<file path="src/rtl/accu_reader.sv">
// accu_reader: consumer side of the windowed accumulator interface.
// Captures signed window sums into a small FIFO. Each entry is tagged with a
// threshold flag at write time. Entries are presented downstream on
// valid/ready. Dropped writes raise a sticky overflow flag.
module accu_reader #(
    parameter int DATA_WIDTH = 37,
    parameter int ADDR_WIDTH = 2
) (
    input  logic                  clk,
    input  logic                  rst,
    input  logic [DATA_WIDTH-1:0] in_data,
    input  logic                  in_valid,
    input  logic [DATA_WIDTH-1:0] thresh,
    input  logic                  out_ready,
    input  logic                  clr_ovf,
    output logic [DATA_WIDTH-1:0] out_data,
    output logic                  out_flag,
    output logic                  out_valid,
    output logic [ADDR_WIDTH:0]   count,
    output logic                  full,
    output logic                  overflow
);

    localparam int DEPTH = 2 ** ADDR_WIDTH;
    localparam int CW    = ADDR_WIDTH + 1;

    // Stored entry: {flag, data}.
    typedef logic [DATA_WIDTH:0] entry_t;

    entry_t                mem_q [DEPTH];
    logic [ADDR_WIDTH-1:0] wr_ptr_q, wr_ptr_d;
    logic [ADDR_WIDTH-1:0] rd_ptr_q, rd_ptr_d;
    logic [CW-1:0]         count_q, count_d;
    logic                  overflow_q, overflow_d;

    logic   push, pop, drop;
    logic   flag_new;
    entry_t head;

    assign full      = (count_q == CW'(DEPTH));
    assign out_valid = (count_q != '0);
    assign pop       = out_ready && out_valid;
    // A pop in the same cycle frees a slot, so a full FIFO can still accept.
    assign push      = in_valid && (!full || pop);
    assign drop      = in_valid && full && !pop;
    assign flag_new  = ($signed(in_data) > $signed(thresh));

    // Next-state for pointers, occupancy and the sticky overflow flag.
    always_comb begin
        // NOTE: every variable gets a default first so no path infers a latch.
        wr_ptr_d   = wr_ptr_q;
        rd_ptr_d   = rd_ptr_q;
        count_d    = count_q;
        overflow_d = overflow_q;
        if (push) wr_ptr_d = wr_ptr_q + 1'b1;
        if (pop)  rd_ptr_d = rd_ptr_q + 1'b1;
        case ({push, pop})
            2'b10:   count_d = count_q + CW'(1);
            2'b01:   count_d = count_q - CW'(1);
            default: count_d = count_q;
        endcase
        // A drop takes priority over a clear in the same cycle.
        if (drop)         overflow_d = 1'b1;
        else if (clr_ovf) overflow_d = 1'b0;
    end

    // Control state registers.
    always_ff @(posedge clk or posedge rst) begin
        // NOTE: sequential state uses non-blocking assignments so every
        // register samples pre-edge values regardless of statement order.
        if (rst) begin
            wr_ptr_q   <= '0;
            rd_ptr_q   <= '0;
            count_q    <= '0;
            overflow_q <= 1'b0;
        end else begin
            wr_ptr_q   <= wr_ptr_d;
            rd_ptr_q   <= rd_ptr_d;
            count_q    <= count_d;
            overflow_q <= overflow_d;
        end
    end

    // Entry storage. The threshold flag is computed here, at write time.
    always_ff @(posedge clk or posedge rst) begin
        // NOTE: the array is reset so the head reads 0 out of reset; this
        // forces flops rather than a RAM macro, acceptable at this depth.
        if (rst) begin
            for (int i = 0; i < DEPTH; i++) mem_q[i] <= '0;
        end else if (push) begin
            mem_q[wr_ptr_q] <= {flag_new, in_data};
        end
    end

    assign head     = mem_q[rd_ptr_q];
    assign out_data = head[DATA_WIDTH-1:0];
    assign out_flag = head[DATA_WIDTH];
    assign count    = count_q;
    assign overflow = overflow_q;

endmodule

</file>
<file path="config.mk">
export PLATFORM = sky130hd
export DESIGN_NAME = accu_reader
export DESIGN_NICKNAME = d
export VERILOG_FILES = /design/src/rtl/accu_reader.sv
export SDC_FILE = /design/constraint.sdc
export NUM_CORES = 1
export LEC_CHECK = 0
export ABC_AREA = 1
export BUFFER_PORTS_ARGS = -buffer_cell sky130_fd_sc_hd__buf_2
export CAP_MARGIN = 20
export CORE_UTILIZATION = 60
export DETAILED_ROUTE_END_ITERATION = 12
export HOLD_SLACK_MARGIN = 0.08
export PLACE_DENSITY = 0.83
export SYNTH_ARGS = -nofsm -noshare
export SYNTH_HDL_FRONTEND = slang
export SYNTH_SLANG_ARGS = --single-unit
</file>
<file path="constraint.sdc">
create_clock -name clk -period 7.6 [get_ports clk]
set_clock_uncertainty 0.1 [all_clocks]
set_input_delay 0.38 -clock clk [delete_from_list [all_inputs] [get_ports clk]]
set_output_delay 0.38 -clock clk [all_outputs]
set_load 0.01 [all_outputs]
</file>
### Word-level counts from Yosys, hierarchy flattened

Cells that the tools add are included.

* bits in registers: 160
* bits in latches: 0
* RAM bits: 0
* memory bits (read-only): 0
* output and inout bits: 44
* logic and storage cells: 41
* memories: 0

* add/subtract/negate cells: 4
* multiply operators: 0
* div/mod/pow operators: 0
* order comparisons: 4
* equal/unequal tests: 3
* shift operators: 0
* muxes and demuxes: 9
* bitwise operators: 2
* reductions and logical operators: 11

Operator list (count)
* $bwmux 152: 1
* $mux 38: 3
* $bmux 38 s2: 1
* $demux 38 s2: 1
* $gt 37x37->1: 1
* $ge 3x3->1 const B: 2
* $not 2->3: 2
* $pmux 3 s2: 1
* $logic_and 1x1->1: 5
* $add 2x1->2 const B: 2
* $reduce_bool 2->1: 2
* $add 3x1->3 const B: 1
* $eq 3x3->1 const B: 1
* $lt 3x1->1 const B: 1
* $reduce_bool 3->1: 1
* $sub 3x1->3 const B: 1
* $eq 2x1->1 const B: 1
* $eq 2x2->1 const B: 1
* $logic_not 1->1: 2
* $mux 1: 2
* $logic_or 1x1->1: 1

### Depth between registers and ports, before layout

* depth in word-level cells: 6
* gate-level depth with buffers: 15
* depth with buffers taken out: 15

### Worst setup path before layout

Ideal clock, no wire load.

* path type: input-to-reg
* start: in thresh[36]
* end: reg mem_q[113] (netlist bit)
* setup time: 0.118 ns
* arrival time: 1.613 ns
* setup slack: 5.768 ns
* cell stages on the path: 10
* buffers on the path: 0
* cells stage by stage: inv_1 ha_1 nand2_1 nor2_1 nand2_1 nor2_2 nand2_1 or3_4 nand4_1 nand2_1

* cells in the longest elaborated chain, start to end: 2

RTL lines
* from (decl): RTL line 13 `input logic [DATA_WIDTH-1:0] thresh,`
* $gt 37x37->1: RTL line 46 `assign flag_new = ($signed(in_data) > $signed(thresh));`
* $bwmux 152: RTL line 91 `mem_q[wr_ptr_q] <= {flag_new, in_data};`
* to (signal, indexed assignment): RTL line 91
* to (decl): RTL line 30 `entry_t mem_q [DEPTH];`

No other way between the ends.
A chain may end at the register's enable or synchronous reset.

### Worst setup path in the final report

* start: reg rd_ptr_q[0]
* end: out out_data[35]

* cells in the longest elaborated chain, start to end: 4

RTL lines
* from (decl): RTL line 32 `logic [ADDR_WIDTH-1:0] rd_ptr_q, rd_ptr_d;`
* from (signal assigned): RTL line 78 `rd_ptr_q <= rd_ptr_d;`
* $not 2->3 (implied by the code): RTL line 95 `assign head = mem_q[rd_ptr_q];`
* $bmux 38 s2: RTL line 95
* $mux 38 (implied by the code) (2 in a row): RTL line 95
* to (decl): RTL line 16 `output logic [DATA_WIDTH-1:0] out_data,`

No other way between the ends. The select of a mux whose other input is x is not followed.

==> metrics.md <==
| Metric | Value |
|---|---|
| Most area-consuming cells after synthesis | dfrtp_1 (49%), o21ai_0 (10%), nand2_1 (9.8%), ha_1 (6.3%), inv_1 (4.5%) |
| Placer Congestion | 0.7915 |
| Crit start category | flip-flop |
| Htree depth | 4 |
| CP Data Required Time | 7.12 ns |
| Average routed wire per standard cell | 14.73 um |
| Initial antenna violation count | 0 |
| Top cell type's share of synthesized area | 0.4897 |
| Crit Path Category | reg -> out |
| Hold/Removal Path Class | in -> async |
| Post-Syn Area | 8177 um2 |
| Drt pass-1 iters | 5 |
| Final Hold Fails | 0 |
| Die area | 14,100 um2 |
| Detailed placement HPWL | 11,430 um |
| Worst skew pair latency | 0.42 ns |
| Final setup viols | 0 |
| Crit-path cells | inv_2 -> buf_4 -> o21ai_0 -> o22ai_1 -> buf_2 |
| Final design utilization | 0.6995 |
| Via density | 5.475 |
| Die W | 118.7 um |
| Commonest cells post-synth | nand2_1 (213), o21ai_0 (163), dfrtp_1 (160) |
| Resize count post-CTS | 0 |
| Pin slew with the least headroom to its limit | 0.8741 ns |
| Syn avg cell area | 8.378 um2 |
| Mux contribution to synthesized area | 0.001377 |
| Synth Area in Adders | 0.06519 |
| Crit path launch | rd_ptr_q[0] |
| Root buffer cell | clkbuf_16 |
| Max-Cap Viols | 0 |
| RSZ-0062 raised after global routing | no |
| Slew HR | 0.4173 |
| Predominant post-synthesis flop cell | dfrtp_1 |
| Antenna cell count | 0 |
| Reg2reg setup slack | 5.49 ns |
| Layout cell share with drive strength beyond 1 | 0.1694 |
| Row Count | 42 |
| ANT nets after route | 0 |
| Tot GR Track Use | 0.2828 |
| Crit path to | out_data[35] |
| Post-synthesis sequential area ratio | 0.4897 |
| Post-layout power | 3.875 mW |
| Synth area leader | dfrtp_1 |
| Placed cell count | 1,223 |
| Compound-Gate Fraction of Synth Area | 0.1845 |
| Mapped Nets | 1,097 |
| Starting Density | 0.6174 |
| Synth Area in XOR/XNOR | 0.004285 |
| Yosys cell types | 30 |
| Synth warn | 0 |
| Global-route wire length before repair | 31,440 um |
| Ports | 123 |
| # DRC | 0 |
| Core box area | 13,240 um2 |
| Crit-path max cell delay | 0.54 ns |
| CTS tree | built |
| Vias in the first global route | 6,700 |
| PwrDens | 418.3 nW/um2 |
| Via Count | 6,877 |
| IO Port Bufs | 122 |
| TritonCTS buffer count | 17 |
| Final period util | 0.3499 |
| Clk pin slew, worst setup/hold paths | 0.06 ns |
| CP arrival | 2.18 ns |
| Simple-gate portion of the synthesized area | 0.1621 |
| Minimum clock period | 2.659 ns |
| Largest net degree at the start of global routing | 100 |
| Number of synthesized flops with an enable pin | 0 |
| R2R depth | 7 |
| Max-slew violations | 0 |
| Max frequency | 376.1 MHz |
| Worst r2r src | count[0] |
| Non-filler cells, final | 1,256 |
| Final wirelength | 18,510 um |
| Sinks on the clock net | 160 |
| Post-place setup slack | 5.440 ns |
| FF+latch count, synth | 160 |
| Async SR Flop Fraction | 1.000 |
| GRT overflow | 0 |
| First DRT Iteration DRCs | 647 |
| CTS Buffer Depth | 2 |
| VDD IR max | 0.0003046 V |
| Final setup TNS | 0 ns |
| Worst setup margin | 4.941 ns |
| Leak | 4.872 nW |
| Maximum fanout along the worst path | 63 |
| Area Growth Syn to Fin | 13.28% |
| Status | completed |
| Critical Path Sink Type | output port |
| Main combinational cell family by area after synthesis | compound AO/OA/AOI/OAI gates |
| Die height | 118.7 um |
| Fin nets | 1,188 |
| Instance count of the mapped netlist | 976 |
| Worst path slowest cell | buf_4 |
| Crit Reg-Reg Endpoint | mem_q[123] |
| Top-count cell post-synth | nand2_1 |
[placed cells by master, fill, tap and decap left out]
master and instances:
nand4_1 4, clkinv_2 4, mux2_2 1, clkbuf_1 4
nand3_4 1, xor2_1 4, nand2_4 6, o21ai_0 163
o21ai_2 10, nand2_1 213, buf_2 122, nand3_1 4
bufinv_16 1, nor2_2 1, inv_6 2, nor2_1 95
or3_4 1, o21ai_1 55, dfrtp_1 159, inv_2 3
a21boi_0 1, clkbuf_16 17, a21o_1 2, o22ai_1 38
inv_1 97, ha_1 41, dlygate4sd3_1 1, nand2_2 1
a21oi_1 14, fa_1 1, nor3_1 1, dfrtp_2 1
buf_4 5, clkbuf_8 6, nor3_2 1
[worst min path at each step]
stage,start,endpoint,slack [ns],cells after the start
floorplan,mem_q[75],mem_q[75],0.34,2
global placement,mem_q[111],mem_q[111],0.36,2
detailed placement,mem_q[113],mem_q[113],0.36,2
CTS,rst,mem_q[21],0.08,2
global route,rst,mem_q[20],0.11,2
finish,rst,mem_q[59],0.03,2
[worst max-delay path, delay by kind of cell (launching register included)]
family | cells | cell delay [ns]
flip-flops | 1 | 0.40
buffers and inverters | 3 | 0.90
AO/OA/AOI/OAI | 2 | 0.38
[cells by family after synthesis]
family                     Yosys count
AOI/OAI and AO/OA                  283
and+or+nand+nor                    328
adders and majority gates           42
muxes                                1
DFF                                160
xor gates and xnor gates             4
buffers and inverters              158
[cell type report]
class,instances,area (um2)
clock inverter,5,50.05
timing repair buffer,128,658.1
sequential,160,4005
tap,176,220.2
inverter,102,392.9
multi-input combinational,658,3413
clock buffer,27,523.0
fill,1084,3980
[timing repair]
item,CTS,global route
setup buffers,0,0
endpoints found under the setup margin,0,0
endpoints found under the hold margin,1,0
hold buffers,1,0
[stage by stage]
stage          instance area [um2]  hold slack [ns]
6_report                      9263          0.03015
5_1_grt                       9263           0.1131
4_1_cts                       9263          0.08281
3_5_place_dp                  8680           0.3644
3_3_place_gp                  8680           0.3609
2_1_floorplan                 8177           0.3442
[report_power, final]
part           switching (mW)  internal (mW)  total, mW
registers               0.210           1.25       1.46
logic                    1.01          0.586       1.60
clock network           0.315          0.501      0.816
total                    1.54           2.33       3.87
[flip-flops by register name, summed over array words and instances (netlist names)]
| signal | cells |
|---|---|
| mem_q | 152 |
| rd_ptr_q | 2 |
| count | 3 |
| wr_ptr_q | 2 |
| overflow | 1 |
[metal layers]
metal  track usage  up-vias  wire length (um)
met2        0.4762      216              9296
met3       0.05743       15              1003
met1        0.3689     3265              8041
met4       0.08544        0               163
met5             0        -                 0
li1              -     3381                 -
Note: power is estimated with default switching activity, not from simulation.
